### config.mk
export PLATFORM = sky130hd
export DESIGN_NAME = pipe_skid_chain
export DESIGN_NICKNAME = d
export VERILOG_FILES = /design/src/rtl/pipe_skid_chain.sv
export SDC_FILE = /design/constraint.sdc
export NUM_CORES = 1
export LEC_CHECK = 0
export CORE_MARGIN = 2
export CORE_UTILIZATION = 56
export CTS_BUF_LIST = sky130_fd_sc_hd__clkbuf_2
export DETAILED_ROUTE_END_ITERATION = 10
export PLACE_DENSITY = 0.83
export SLEW_MARGIN = 15
export SYNTH_ARGS = -nofsm -noshare
export SYNTH_HDL_FRONTEND = slang
export SYNTH_SLANG_ARGS = --single-unit
### constraint.sdc
create_clock -name clk -period 2.1 [get_ports clk]
set_input_delay 0.42 -clock clk [delete_from_list [all_inputs] [get_ports clk]]
set_output_delay 0.42 -clock clk [all_outputs]
set_load 0.1 [all_outputs]
### src/rtl/pipe_skid_chain.sv
// -----------------------------------------------------------------------------
// pipe_skid_chain
//
// Purpose
//   Register pipeline of STAGES skid-buffered stages carrying a WIDTH-bit
//   payload with a valid/ready handshake. It breaks long timing paths between
//   a producer and a consumer in one clock domain. It keeps full throughput and
//   never drops or duplicates a beat.
//
//   Each stage has a main register (m) and a skid register (s). A stage's ready
//   is simply ~s_v, which is a flop output. As a result, out_ready never reaches
//   in_ready through combinational logic.
//
// Parameters
//   WIDTH   payload width in bits (>=1)
//   STAGES  number of skid stages in series (>=1)
//   CNT_W   occupancy counter width, derived from STAGES (do not override)
//
// Ports
//   clk        in   clock, all state updates on posedge
//   reset      in   asynchronous, active-high reset
//   flush      in   synchronous flush (only when PIPE_FLUSH_EN is defined)
//   in_valid   in   producer beat valid
//   in_data    in   producer payload
//   in_ready   out  chain can accept a beat this cycle
//   out_valid  out  consumer beat valid
//   out_data   out  consumer payload (holds last value while out_valid=0)
//   out_ready  in   consumer accepts beat this cycle
//   count      out  beats currently held in the chain (0..2*STAGES)
//
// Build option
//   PIPE_FLUSH_EN  when defined, adds the `flush` input. A flush clears every
//                  valid flag and the count at the next posedge. The data
//                  registers keep their values, and a beat offered in the
//                  flush cycle is discarded.
// -----------------------------------------------------------------------------
module pipe_skid_chain #(
  parameter int WIDTH  = 8,
  parameter int STAGES = 2,
  parameter int CNT_W  = $clog2(2*STAGES+1)
) (
  input  logic             clk,
  input  logic             reset,
`ifdef PIPE_FLUSH_EN
  input  logic             flush,
`endif
  input  logic             in_valid,
  input  logic [WIDTH-1:0] in_data,
  output logic             in_ready,
  output logic             out_valid,
  output logic [WIDTH-1:0] out_data,
  input  logic             out_ready,
  output logic [CNT_W-1:0] count
);

  // Flush request; tied off when the option is not built in.
  logic flush_w;
`ifdef PIPE_FLUSH_EN
  assign flush_w = flush;
`else
  assign flush_w = 1'b0;
`endif

  // rdy_en_q keeps in_ready low while reset is asserted. It rises on the first
  // clock edge after reset is released, so the producer never sees a ready
  // that arrived without a clock edge.
  logic rdy_en_q;

  always_ff @(posedge clk or posedge reset) begin
    if (reset) begin
      rdy_en_q <= 1'b0;
    end else begin
      rdy_en_q <= 1'b1;
    end
  end

  // Inter-stage links. Index k is the input side of stage k, and index STAGES
  // is the chain output. chain_rdy[k] is the ready presented by stage k
  // upstream. chain_rdy[STAGES] is the consumer's ready.
  logic [STAGES:0]            chain_v;
  logic [STAGES:0][WIDTH-1:0] chain_d;
  logic [STAGES:0]            chain_rdy;

  assign chain_v[0]         = in_valid;
  assign chain_d[0]         = in_data;
  assign chain_rdy[STAGES]  = out_ready;

  generate
    for (genvar gi = 0; gi < STAGES; gi++) begin : g_stage
      logic             m_v_q, m_v_d;
      logic             s_v_q, s_v_d;
      logic [WIDTH-1:0] m_d_q, m_d_d;
      logic [WIDTH-1:0] s_d_q, s_d_d;
      logic             stg_rdy;
      logic             acc_in;
      logic             acc_out;

      if (gi == 0) begin : g_head
        assign stg_rdy = rdy_en_q & ~s_v_q;
      end else begin : g_body
        assign stg_rdy = ~s_v_q;
      end

      assign chain_rdy[gi] = stg_rdy;

      // Accepts are suppressed during a flush so that the data registers keep
      // their previous contents while the valids are cleared.
      assign acc_in  = chain_v[gi] & stg_rdy & ~flush_w;
      assign acc_out = m_v_q & chain_rdy[gi+1] & ~flush_w;

      always_comb begin
        m_v_d = m_v_q;
        s_v_d = s_v_q;
        m_d_d = m_d_q;
        s_d_d = s_d_q;
        if (acc_out && s_v_q) begin
          // The skid beat moves into main. The stage is not ready while the
          // skid is full, so no new beat can arrive in the same cycle.
          m_d_d = s_d_q;
          s_v_d = 1'b0;
        end else begin
          m_v_d = acc_in | (m_v_q & ~acc_out);
          if (acc_in && m_v_q && !acc_out) begin
            // Main is occupied and stalled, so the new beat parks in the skid.
            s_v_d = 1'b1;
            s_d_d = chain_d[gi];
          end else if (acc_in) begin
            m_d_d = chain_d[gi];
          end
        end
        if (flush_w) begin
          m_v_d = 1'b0;
          s_v_d = 1'b0;
        end
      end

      always_ff @(posedge clk or posedge reset) begin
        if (reset) begin
          m_v_q <= 1'b0;
          s_v_q <= 1'b0;
          m_d_q <= '0;
          s_d_q <= '0;
        end else begin
          m_v_q <= m_v_d;
          s_v_q <= s_v_d;
          m_d_q <= m_d_d;
          s_d_q <= s_d_d;
        end
      end

      assign chain_v[gi+1] = m_v_q;
      assign chain_d[gi+1] = m_d_q;
    end
  endgenerate

  assign in_ready  = chain_rdy[0];
  assign out_valid = chain_v[STAGES];
  assign out_data  = chain_d[STAGES];

  // Occupancy counter tracks the port-level handshakes.
  logic             in_xfer;
  logic             out_xfer;
  logic [CNT_W-1:0] count_q, count_d;

  assign in_xfer  = in_valid & in_ready;
  assign out_xfer = out_valid & out_ready;

  always_comb begin
    count_d = count_q;
    if (flush_w) begin
      count_d = '0;
    end else if (in_xfer && !out_xfer) begin
      count_d = count_q + CNT_W'(1);
    end else if (out_xfer && !in_xfer) begin
      count_d = count_q - CNT_W'(1);
    end
  end

  always_ff @(posedge clk or posedge reset) begin
    if (reset) begin
      count_q <= '0;
    end else begin
      count_q <= count_d;
    end
  end

  assign count = count_q;

endmodule
==> impl.org <==
** Critical path
- The most critical setup path has its endpoint at count[2].
- STA puts the critical path data required time at 2.42 ns.
- Worst reg2reg path startpoint :: g_stage[0].s_v_q
- Cell family contributing the most delay on the critical path :: adder cells
- Ordered cell list for the critical path :: nand3b_1 -> inv_1 -> ha_1 -> inv_1 -> fa_1 -> xor2_1 -> nor2_1 -> xor2_1
- The setup path with the least slack is of type reg -> reg.
- Of all nets on the critical path, the largest fanout is 6.
- The worst register-to-register path ends at count[2].
- Worst-path cell with the longest stage delay :: sky130_fd_sc_hd__dfrtp_1
- STA classifies the critical path startpoint as a flip-flop.
- Crit path depth :: 8
- Category of the worst setup path capture point :: flip-flop
- At the worst endpoint, the arrival time is 2.17 ns.
- CP Launch Point :: g_stage[0].s_v_q
- Together, buffers and inverters on the worst path number 2.
- Across all register-to-register paths, the minimum setup slack is 0.25 ns.
- The worst register-to-register path has a depth of 8.
- On the worst path, the slowest cell contributes a delay of 0.49 ns.

** Synthesis
- Instance count of the mapped netlist :: 120
- For this run, asynchronously set or reset flops after synthesis account for 100.0%.
- For this run, the number of Yosys warnings is 0.
- Flip-flop and latch count after synthesis :: 40
- Top area cells in the synthesized netlist :: sky130_fd_sc_hd__dfrtp_1 56%, sky130_fd_sc_hd__mux2_2 31%, sky130_fd_sc_hd__nand2_1 1.3%
- Summing every instance area after synthesis gives 0.001795 sq mm.
- Sequential cell area fraction in the yosys report :: 55.75%
- The most used flip-flop cell after synthesis is sky130_fd_sc_hd__dfrtp_1.
- Synth area leader :: sky130_fd_sc_hd__dfrtp_1
- After synthesis, the largest area contributor takes up 55.75% of total cell area.
- Most common cell in the synthesized netlist :: sky130_fd_sc_hd__mux2_2
- EDFF count, synth :: 0
- By count the netlist is led by 49 x sky130_fd_sc_hd__mux2_2, 40 x sky130_fd_sc_hd__dfrtp_1, 6 x sky130_fd_sc_hd__nand2_1.
- Per-instance average area after synthesis :: 14.96 sq um
- Number of distinct standard cells referenced by the synthesized netlist :: 23
- Net Count, Synth :: 134

** Job
- Reported max-cap violation count :: 0

** GRT
- Global routing consumed, over all layers together, 19.00% of the routing resources.
- Largest net degree at the start of global routing :: 41
- Initial antenna violation count :: 0
- Summed over all layers, the global routing overflow is 0.
- The number of global-route vias before repair is 1097.
- The first global-routing pass estimated 4981 um of wire.

** Place
- Number of input and output port buffers inserted :: 24
- Including well taps, the total number of placed cells is 195.
- Final weighted congestion in routability-driven placement :: 0.7309
- After legalization and detailed placement, the total HPWL measured 2165 um.
- The placed instances occupy a cell area of 0.002140 sq mm.

** Clock network
- Clock tree from TritonCTS :: yes
- In this run the post-CTS setup repair buffer count came out at 0.
- Once the clock tree was built, the resizer swapped 0 gates to a different size.
- In this run, post-CTS hold repair placed 0 buffers.
- Number of buffers between clock root and the deepest sink :: 2
- The clock reaches the later pin of the worst-skew pair after 0.38 ns.
- Number of clock buffers inserted by TritonCTS :: 5
- CTS Root Buffer Type :: sky130_fd_sc_hd__clkbuf_2
- The H-tree was split into 2 levels.
- The clock drives 40 sinks.
- Clock-pin slew on the worst setup and hold paths :: 0.19 ns

** STA
- Count of final max-slew check failures :: 0
- Worst-case clock skew :: 0.01362 ns
- The final-report hold violation count was 0.
- Setup repair after global routing missed its margin :: no
- Minimum clock period :: 1.852 ns
- Final cycle utilization of the critical path :: 88.17%
- Setup violations remaining at the end of the flow were counted as 0.
- Timing would allow up to 540.1 MHz.

** Detailed routing
- Total iterations of the first detailed-routing run :: 3
- After detailed routing, the average wire length per cell comes to 14.19 um.
- Once detail routing completed, the nets flagged for antenna violations numbered 0.
- The final layout contains routed wiring with a total length of 2880 um.
- The routed layout has 1053 vias.
- Detailed-route DRC error count :: 0
- Via density per instance :: 5.187
- The first routing iteration left 25 violations.

** Cells and area
- Fraction of layout cells with a size suffix above 1 :: 54.09%
- In the final design database the tool counted 172 nets.
- Leaving out filler cells and counting taps, the final layout contains 203.
- 0 antenna diodes ended up in the layout.
- The area growth from synthesis to layout is 21.32%.
- Area of all placed cells without fillers :: 0.002178 sq mm

** Floorplan
- Starting density of the core :: 58.81%
- The floorplan step defined a core boundary enclosing 0.003053 sq mm.
- Number of placed I/O pins :: 25
- The floorplan step set the die width to 60.63 um.
- The floorplan has 20 rows.
- Die area :: 0.003675 sq mm
- Chip Height :: 60.63 um

** Run status
- The flow ran to the end, and the final reports show no timing, DRC or antenna violations.

** Hold path
- In this run the worst hold path is classified as in -> async.
through the flow:
step	util, %	hold slack (ns)	TNS [ns]	setup WS, ns
6_report	71.35	0.4375	0	0.2484
3_3_place_gp	70.08	0.4601	0	0.01549
3_5_place_dp	70.08	0.4644	-0.06521	-0.05351
5_1_grt	71.35	0.4501	0	0.1591
2_1_floorplan	-	0.4767	0	0.2178
4_1_cts	71.35	0.4414	0	0.2395
worst min path at each step:
| stage | from | end | slack (ns) |
|---|---|---|---|
| 3_3_place_gp | count[2] | count[2] | 0.46 |
| 6_report | reset | g_stage[0].m_d_q[6] | 0.44 |
| 5_1_grt | reset | g_stage[0].m_v_q | 0.45 |
| 3_5_place_dp | count[2] | count[2] | 0.46 |
| 2_1_floorplan | g_stage[0].s_d_q[0] | g_stage[0].s_d_q[0] | 0.48 |
| 4_1_cts | reset | out_data[3] | 0.44 |
metal layers:
| layer | up-vias | global-route usage, % | wire length (um) |
|---|---|---|---|
| met2 | 20 | 33.33 | 1504 |
| met5 | - | 0 | 0 |
| met3 | 7 | 7.249 | 130 |
| met4 | 0 | 6.522 | 37 |
| li1 | 501 | - | - |
| met1 | 525 | 21.16 | 1208 |
cells by family (layout without fill, tap and decap cells):
kind of cell / Yosys count / count (layout) / synth area share (%)
adder cells (fa/ha/maj): 2 / 2 / 1.812
XOR/XNOR: 3 / 3 / 1.464
buffers and inverters: 5 / 44 / 1.114
AND/OR/NAND/NOR: 14 / 14 / 6.133
multiplexers: 49 / 49 / 30.73
AO/OA/AOI/OAI: 6 / 6 / 2.788
flip-flops: 40 / 40 / 55.75
other: 1 / 1 / 0.2089
cell type report:
class                   count  area (sq um)
repair buffers             32         292.8
multi-input cells          75         774.5
well taps                  44         55.05
clock inverters             1         3.754
fillers                   222         874.6
clock buffers               7         35.03
inverters                   4         15.01
flip-flops and latches     40          1002
tightest hold or removal path: cells and delay by family:
kind | cells | cell delay, ns
buffers and inverters | 3 | 0.86
sequential cells by signal (all words and copies together) (netlist names):
register and count:
count 3, out_valid 1, g_stage.s_d_q 16, out_data 8
g_stage.s_v_q 2, g_stage.m_d_q 8, g_stage.m_v_q 1, rdy_en_q 1
cell usage in the layout, fill, tap and decap left out:
master,instances
sky130_fd_sc_hd__and2b_1,1
sky130_fd_sc_hd__a22oi_2,1
sky130_fd_sc_hd__clkdlybuf4s50_1,11
sky130_fd_sc_hd__buf_4,19
sky130_fd_sc_hd__ha_1,1
sky130_fd_sc_hd__dfrtp_1,39
sky130_fd_sc_hd__nor2_1,1
sky130_fd_sc_hd__nand2_1,6
sky130_fd_sc_hd__a21boi_2,1
sky130_fd_sc_hd__nand2b_4,1
sky130_fd_sc_hd__conb_1,1
sky130_fd_sc_hd__clkbuf_2,7
sky130_fd_sc_hd__dfrtp_2,1
sky130_fd_sc_hd__nand3b_1,1
sky130_fd_sc_hd__xor2_1,2
sky130_fd_sc_hd__nand3_2,1
sky130_fd_sc_hd__xnor2_1,1
sky130_fd_sc_hd__inv_1,4
sky130_fd_sc_hd__o21ai_0,2
sky130_fd_sc_hd__buf_12,2
sky130_fd_sc_hd__nand3b_4,1
sky130_fd_sc_hd__fa_1,1
sky130_fd_sc_hd__a21o_2,1
sky130_fd_sc_hd__nor2_2,1
sky130_fd_sc_hd__clkinv_1,1
sky130_fd_sc_hd__o21a_1,1
sky130_fd_sc_hd__mux2_2,49
sky130_fd_sc_hd__nor3b_4,1
Power is left out: the tool's default activity adds up to more than one toggle a clock period on the data nets, which glitch-free logic cannot reach.
